**config.mk**
```make
export PLATFORM = sky130hd
export DESIGN_NAME = isp_wr_arbiter
export DESIGN_NICKNAME = d
export VERILOG_FILES = /design/src/rtl/isp_wr_arbiter.sv
export SDC_FILE = /design/constraint.sdc
export NUM_CORES = 1
export LEC_CHECK = 0
export BUFFER_PORTS_ARGS = -buffer_cell sky130_fd_sc_hd__buf_2
export CAP_MARGIN = 25
export CORE_MARGIN = 1
export CORE_UTILIZATION = 33
export DETAILED_ROUTE_END_ITERATION = 6
export PLACE_DENSITY = 0.61
export RECOVER_POWER = 100
export REMOVE_ABC_BUFFERS = 1
export SYNTH_ARGS = -nofsm -noshare
export SYNTH_HDL_FRONTEND = slang
export SYNTH_SLANG_ARGS = --single-unit
```
**constraint.sdc**
```tcl
create_clock -name clk -period 6.4 [get_ports clk]
set_clock_uncertainty 0.2 [all_clocks]
set_input_delay 0.64 -clock clk [delete_from_list [all_inputs] [get_ports clk]]
set_output_delay 0.64 -clock clk [all_outputs]
set_load 0.05 [all_outputs]
```
**src/rtl/isp_wr_arbiter.sv**
```systemverilog
// Two-channel round-robin burst write arbiter feeding the SDRAM controller write port.
// Generates linear frame-buffer addresses per channel and flags end-of-frame.
module isp_wr_arbiter #(
  parameter int                DATA_W      = 16,
  parameter int                ADDR_W      = 24,
  parameter int                BURST_LEN   = 64,
  parameter int                FRAME_WORDS = 2106368,
  parameter logic [ADDR_W-1:0] CH0_BASE    = 24'h000000,
  parameter logic [ADDR_W-1:0] CH1_BASE    = 24'h400000
) (
  input  logic              clk,
  input  logic              rst_n,
  input  logic              frame_start,
  input  logic              ch0_req,
  input  logic              ch1_req,
  input  logic [DATA_W-1:0] ch0_data,
  input  logic [DATA_W-1:0] ch1_data,
  output logic              ch0_rd,
  output logic              ch1_rd,
  output logic              ch0_frame_done,
  output logic              ch1_frame_done,
  output logic              wr_req,
  output logic [ADDR_W-1:0] wr_addr,
  input  logic              wr_ack,
  input  logic              wr_data_req,
  output logic [DATA_W-1:0] wr_data,
  input  logic              wr_done,
  output logic              busy
);

  localparam int                CNT_W     = $clog2(BURST_LEN) + 1;
  localparam logic [CNT_W-1:0]  CNT_FULL  = CNT_W'(BURST_LEN);
  localparam logic [CNT_W-1:0]  CNT_LAST  = CNT_W'(BURST_LEN - 1);
  localparam logic [ADDR_W-1:0] BURST_INC = ADDR_W'(BURST_LEN);
  localparam logic [ADDR_W-1:0] FRAME_END = ADDR_W'(FRAME_WORDS);

  typedef enum logic [1:0] {IDLE, CMD, DATA, WAIT_DONE} state_t;

  state_t            state;
  logic              cur_ch;
  logic              last_grant;
  logic              fs_pending;
  logic [ADDR_W-1:0] ptr0;
  logic [ADDR_W-1:0] ptr1;
  logic [CNT_W-1:0]  cnt;

  logic              any_req;
  logic              grant_ch;
  logic [ADDR_W-1:0] grant_addr;
  logic              data_take;
  logic [ADDR_W-1:0] next_ptr;

  // A tie goes to the channel that did not win last; a lone requester always wins.
  assign any_req    = ch0_req | ch1_req;
  assign grant_ch   = (ch0_req & ch1_req) ? ~last_grant : ch1_req;
  assign grant_addr = grant_ch ? (CH1_BASE + (frame_start ? '0 : ptr1))
                               : (CH0_BASE + (frame_start ? '0 : ptr0));

  // Pulls past the burst length are ignored so the FIFO never over-pops.
  assign data_take = (state == DATA) & wr_data_req & (cnt < CNT_FULL);
  assign ch0_rd    = data_take & ~cur_ch;
  assign ch1_rd    = data_take & cur_ch;
  assign wr_data   = cur_ch ? ch1_data : ch0_data;
  assign next_ptr  = (cur_ch ? ptr1 : ptr0) + BURST_INC;

  always_ff @(posedge clk or negedge rst_n) begin
    if (!rst_n) begin
      state          <= IDLE;
      cur_ch         <= 1'b0;
      last_grant     <= 1'b1;
      fs_pending     <= 1'b0;
      ptr0           <= '0;
      ptr1           <= '0;
      cnt            <= '0;
      wr_req         <= 1'b0;
      wr_addr        <= '0;
      busy           <= 1'b0;
      ch0_frame_done <= 1'b0;
      ch1_frame_done <= 1'b0;
    end else begin
      ch0_frame_done <= 1'b0;
      ch1_frame_done <= 1'b0;
      case (state)
        IDLE: begin
          if (frame_start) begin
            ptr0 <= '0;
            ptr1 <= '0;
          end
          if (any_req) begin
            cur_ch  <= grant_ch;
            wr_addr <= grant_addr;
            wr_req  <= 1'b1;
            busy    <= 1'b1;
            state   <= CMD;
          end
        end
        CMD: begin
          if (frame_start) fs_pending <= 1'b1;
          if (wr_ack) begin
            wr_req     <= 1'b0;
            cnt        <= '0;
            last_grant <= cur_ch;
            state      <= DATA;
          end
        end
        DATA: begin
          if (frame_start) fs_pending <= 1'b1;
          if (data_take) cnt <= cnt + 1'b1;
          if ((data_take && cnt == CNT_LAST) || cnt == CNT_FULL) state <= WAIT_DONE;
        end
        WAIT_DONE: begin
          if (wr_done) begin
            if (next_ptr == FRAME_END) begin
              if (cur_ch) begin
                ptr1           <= '0;
                ch1_frame_done <= 1'b1;
              end else begin
                ptr0           <= '0;
                ch0_frame_done <= 1'b1;
              end
            end else if (cur_ch) begin
              ptr1 <= next_ptr;
            end else begin
              ptr0 <= next_ptr;
            end
            // A frame restart requested during the burst wins over its pointer update.
            if (frame_start || fs_pending) begin
              ptr0 <= '0;
              ptr1 <= '0;
            end
            fs_pending <= 1'b0;
            busy       <= 1'b0;
            state      <= IDLE;
          end else if (frame_start) begin
            fs_pending <= 1'b1;
          end
        end
        default: state <= IDLE;
      endcase
    end
  end

endmodule

```
== Word level (Yosys, flattened, before mapping) ==
Cells that the tools add are included.

* Register bits after elaboration: 88
* Bits of input ports: 40

* Add/sub/neg operators: 3
* $lt $le $gt $ge: 1
* Eq/ne operators: 13
* Mux-type cells: 42
* Bitwise logic cells: 8
* Reduce and logical (&&, ||, !) cells: 17

{| class="wikitable"
|+ Operators by type and width
! cell !! count
|-
| 2-to-1 mux 24 bit || 14
|-
| case mux 24 bit (2 select lines) || 2
|-
| adder 23 x 24 -> 24 bit (first input constant) || 1
|-
| adder 24 x 7 -> 24 bit (second input constant) || 1
|-
| == test 24 x 22 -> 1 bit (second input constant) || 1
|-
| 2-to-1 mux 16 bit || 1
|-
| AND reduction 3 bit || 5
|-
| 2-to-1 mux 1 bit || 14
|-
| 2-to-1 mux 7 bit || 2
|-
| case mux 7 bit (2 select lines) || 1
|-
| 2-to-1 mux 2 bit || 4
|-
| != test 2 bit (second input constant) || 4
|-
| case mux 2 bit (4 select lines) || 1
|-
| nonzero test 2 bit || 4
|-
| adder 7 x 1 -> 7 bit (second input constant) || 1
|-
| == test 7 x 6 -> 1 bit (second input constant) || 1
|-
| == test 7 bit (second input constant) || 1
|-
| less-than comparator 7 bit (second input constant) || 1
|-
| != test 3 bit (second input constant) || 2
|-
| case mux 1 bit (2 select lines) || 3
|-
| bitwise AND 1 bit || 5
|-
| == test 2 bit (second input constant) || 2
|-
| AND reduction 2 bit || 2
|-
| AND reduction 4 bit || 1
|-
| 8 further kinds || 10
|}

== Logic depth before layout (Yosys ltp) ==
* Depth after elaboration: 7
* Depth in mapped cells: 16
* Mapped depth without buffers: 9

== Worst setup path after synthesis ==
No wires, ideal clock.

* Kind: register to register
* From: register cur_ch
* To: register ptr0[13]
* Arrival time: 4.369 ns
* Path slack: 1.709 ns
* Cell stages (with the launch flop): 17
* Path buffers: 7
* Clock period less this slack: 4.691 ns
* Path through: dfrtp_1 buf_4 buf_2 buf_2 clkbuf_1 clkbuf_1 mux2_2 ha_1 clkbuf_1 nand4b_1 nand2_1 xnor2_1 nand4b_1 or4_1 or4_4 buf_6 a32o_1

* Cells in the longest elaborated chain, start to end: 7
* Elaborated cells between the ends (all ways): 10
* Classes of those cells: add/sub (1); eq/ne (2); mux (6); reduce/logical (1)

{| class="wikitable"
|+ Ends and longest elaborated chain
! what !! line !! text
|-
| start: declaration || 40 || <nowiki>logic cur_ch;</nowiki>
|-
| start signal: assignment || 90 || <nowiki>cur_ch <= grant_ch;</nowiki>
|-
| 2-to-1 mux 24 bit || 64 || <nowiki>assign next_ptr = (cur_ch ? ptr1 : ptr0) + BURST_INC;</nowiki>
|-
| adder 24 x 7 -> 24 bit || 64 ||
|-
| == test 24 x 22 -> 1 bit / 2-to-1 mux 24 bit (equally long branches) || 113, 121 ||
|-
| 2-to-1 mux 24 bit || 113 || <nowiki>if (next_ptr == FRAME_END) begin</nowiki>
|-
| 2-to-1 mux 24 bit || 127 || <nowiki>if (frame_start || fs_pending) begin</nowiki>
|-
| 2-to-1 mux 24 bit || 112 || <nowiki>if (wr_done) begin</nowiki>
|-
| case mux 24 bit (2 select lines) || 83 || <nowiki>case (state)</nowiki>
|-
| end signal: assignment || 124 || <nowiki>ptr0 <= next_ptr;</nowiki>
|-
| end: declaration || 43 || <nowiki>logic [ADDR_W-1:0] ptr0;</nowiki>
|}

Several ways; a longest one is shown, not always the timed one. The select of a mux whose other input is x is not followed.
A chain may end at the register's enable or synchronous reset.

== Worst setup path after layout ==
* From: register cur_ch
* To: register ptr0[10]

Same word-level chain as after synthesis.

==> flow_metrics.tcl <==
set metrics [dict create \
    status "finished with violations" \
    violations "max-capacitance violations, max-slew violations" \
    synth_top_family_by_area "simple AND/OR/NAND/NOR gates" \
    numCtsBuffers 9 \
    core_area_um2 14500 \
    synth-xor-area-share_pct 3.04 \
    fin_crit_ns 4.84 \
    synthToLayoutAreaGrowth_pct 17.3 \
    first_pass_iters 5 \
    startpoint_type "register" \
    vias 4132 \
    route.detailed.drc 0 \
    yosysWarningCount 0 \
    grt_use_total_pct 17.0 \
    rsz0062_at_grt "no" \
    final_cell_mix "dfrtp_1 (87), nand2_1 (63), o21ai_0 (53)" \
    portBuffers 85 \
    dp_slack_ns 2.36 \
    antenna_found_initial 0 \
    routed_wirelength_mm 12.2 \
    whs_path_depth 2 \
    yosys-mux-area-fraction_pct 12.0 \
    antenna_cells 0 \
    grt_pass1_vias 3966 \
    gr-total-overflow 0 \
    async_flop_share_pct 100 \
    synth_compound_area_share_pct 15.9 \
    tightest_slew_ns 1.90 \
    hpwl_mm 8.28 \
    filler_cell_count 1471 \
    grt_max_degree 76 \
    max-slew-margin-rel_pct -27.4 \
    syn-cell-area_um2 4890 \
    die_width_um 124 \
    slew_viol_final 19 \
    drive_gt1_share_pct 14.8 \
    cts_hold_buf 1 \
    finalHoldViolCount 0 \
    first_iter_violations 278 \
    ys_seq_elements 88 \
    worst-path-max-fanout 35 \
    cts_tree "yes" \
    synth_top_cell_by_area "dfrtp_1" \
    initial_utilization_pct 33.8 \
    synthAdderAreaFrac_pct 2.30 \
    syn_area_per_cell_um2 9.77 \
    tns_ns 0 \
    rows 44 \
    gp_congestion 0.854 \
    synth-edff-count 0 \
    synth_cell_type_count 53 \
    finalCritPeriodShare_pct 75.7 \
    clkSinkCount 88 \
    clockBufferDepth 2 \
    wire_per_inst_um 15.9 \
    clk_latency_ns 0.35 \
    rr_worst_depth 9 \
    fp.dieH_um 124 \
    htree_num_levels 3 \
    cts_resized 0 \
    die_area_um2 15300 \
    synth_top_area_share_pct 44.5 \
    final_common_cell "dfrtp_1" \
    post_drt_via_cell_ratio 5.39 \
    setup_viol 0 \
    fmax_mhz 206 \
    clk_pin_slew_ns 0.07 \
    p_leak_nw 2.57 \
    maxCapViolCount 1 \
    critical_path_class "register to register" \
    synth-simple-area-share_pct 18.4 \
    syn_inst 501 \
    crit_arrival_ns 4.88 \
    power_density_nw_per_um2 321 \
    synth_area_leaders "dfrtp_1 (44%), mux2i_1 (7.2%), o21ai_0 (5.4%)" \
    synth_flop_cell "dfrtp_1" \
    post_cts_buffers 0 \
    num_io_pins 86 \
    ir_worst_vdd_v 0.000236 \
    ys_seq_area_share_pct 45.0 \
    postRouteAntennaNets 0 \
    min_path_type "register to register" \
    end_kind "register" \
    final_nets 626 \
    clock-root-buffer "clkbuf_16" \
    setup_ws_ns 1.56 \
    grt_pass1_wl_mm 20.0 \
    cp.required_ns 6.43 \
]
[worst max-delay path, cell delays in order, from the launching register on]
cell and delay (ns):
dfrtp_1 1.22, mux2_2 0.35, ha_1 0.29, nand4_1 0.20
a21oi_1 0.50, nand3_1 0.16, xnor2_1 0.19, or4_1 0.52
or4_1 0.74, a32o_1 0.35
[path summary, 6_finish.rpt]
kind | start | slack [ns] | to
setup / recovery | cur_ch | 1.56 | ptr0[10]
min in group asynchronous | rst_n | 0.66 | wr_addr[10]
setup reg to reg | cur_ch | 1.56 | ptr0[10]
hold reg to reg | wr_addr[12] | 0.27 | wr_addr[12]
hold / removal | wr_addr[12] | 0.27 | wr_addr[12]
max in group asynchronous | rst_n | 3.71 | last_grant
[cell families (layout without fill, tap and decap cells)]
logic type                 Yosys count  after routing
buffers and inverters               38            119
and+or+nand+nor                    176            176
xor gates and xnor gates            17             17
muxes                               56             56
adders and majority gates            9              9
AOI/OAI and AO/OA                  117            117
DFF                                 88             88
[Yosys cell counts (all sizes together), types with 2 or more instances]
library cell / count
dfrtp: 87
nand2: 63
o21ai: 54
mux2i: 35
nor2: 23
mux2: 21
nand3: 20
clkbuf: 17
a22o: 16
and2: 16
a21oi: 12
buf: 12
o31ai: 12
nand4: 10
nor3: 10
ha: 9
xnor2: 9
inv: 8
xor2: 8
a32o: 6
nand4b: 6
nand2b: 5
nor2b: 5
nor4: 5
and3: 4
a21o: 3
a31oi: 3
a211oi: 2
a22oi: 2
o211ai: 2
or3: 2
or4: 2
[layer usage]
metal	track usage (%)	vias to the layer above	routed length [um]
li1	-	1964	-
met1	23.3	1975	5670
met2	26.0	180	5490
met3	3.39	13	859
met4	7.38	0	177
met5	0	-	0
[power breakdown]
group	total, mW	switching, mW	internal [mW]	leakage, nW
sequential	0.658	0.0648	0.593	1.21
clock	0.533	0.221	0.313	0.145
combinational	0.650	0.460	0.190	1.22
[sequential cells by signal, summed over array words and instances (netlist names), 2 cells and up]
signal,flops
cnt,7
ptr0,24
ptr1,24
state,2
wr_addr,24
[final cells by class]
cell class / instances / area (um2) / share of cell area (%)
multi-input combinational: 375 / 2520 / 44.0
sequential: 88 / 2200 / 38.4
timing repair buffer: 94 / 449 / 7.83
clock buffer: 11 / 243 / 4.23
tap: 184 / 230 / 4.01
clock inverter: 5 / 56.3 / 0.981
inverter: 9 / 33.8 / 0.589
[metrics by stage]
stage / instance area (um2) / total power [mW] / hold WS, ns / utilization (%) / cells
after detailed placement: 5500 / 1.33 / 0.265 / 38.0 / 748
final: 5740 / 1.84 / 0.275 / 39.6 / 766
after floorplan: 4760 / 1.14 / 0.144 / - / 472
after global placement: 5500 / 1.32 / 0.260 / 38.0 / 748
after global routing: 5740 / 1.93 / 0.308 / 39.6 / 766
after CTS: 5810 / 1.87 / 0.279 / 40.1 / 765
(Power assumes the default switching activity.)
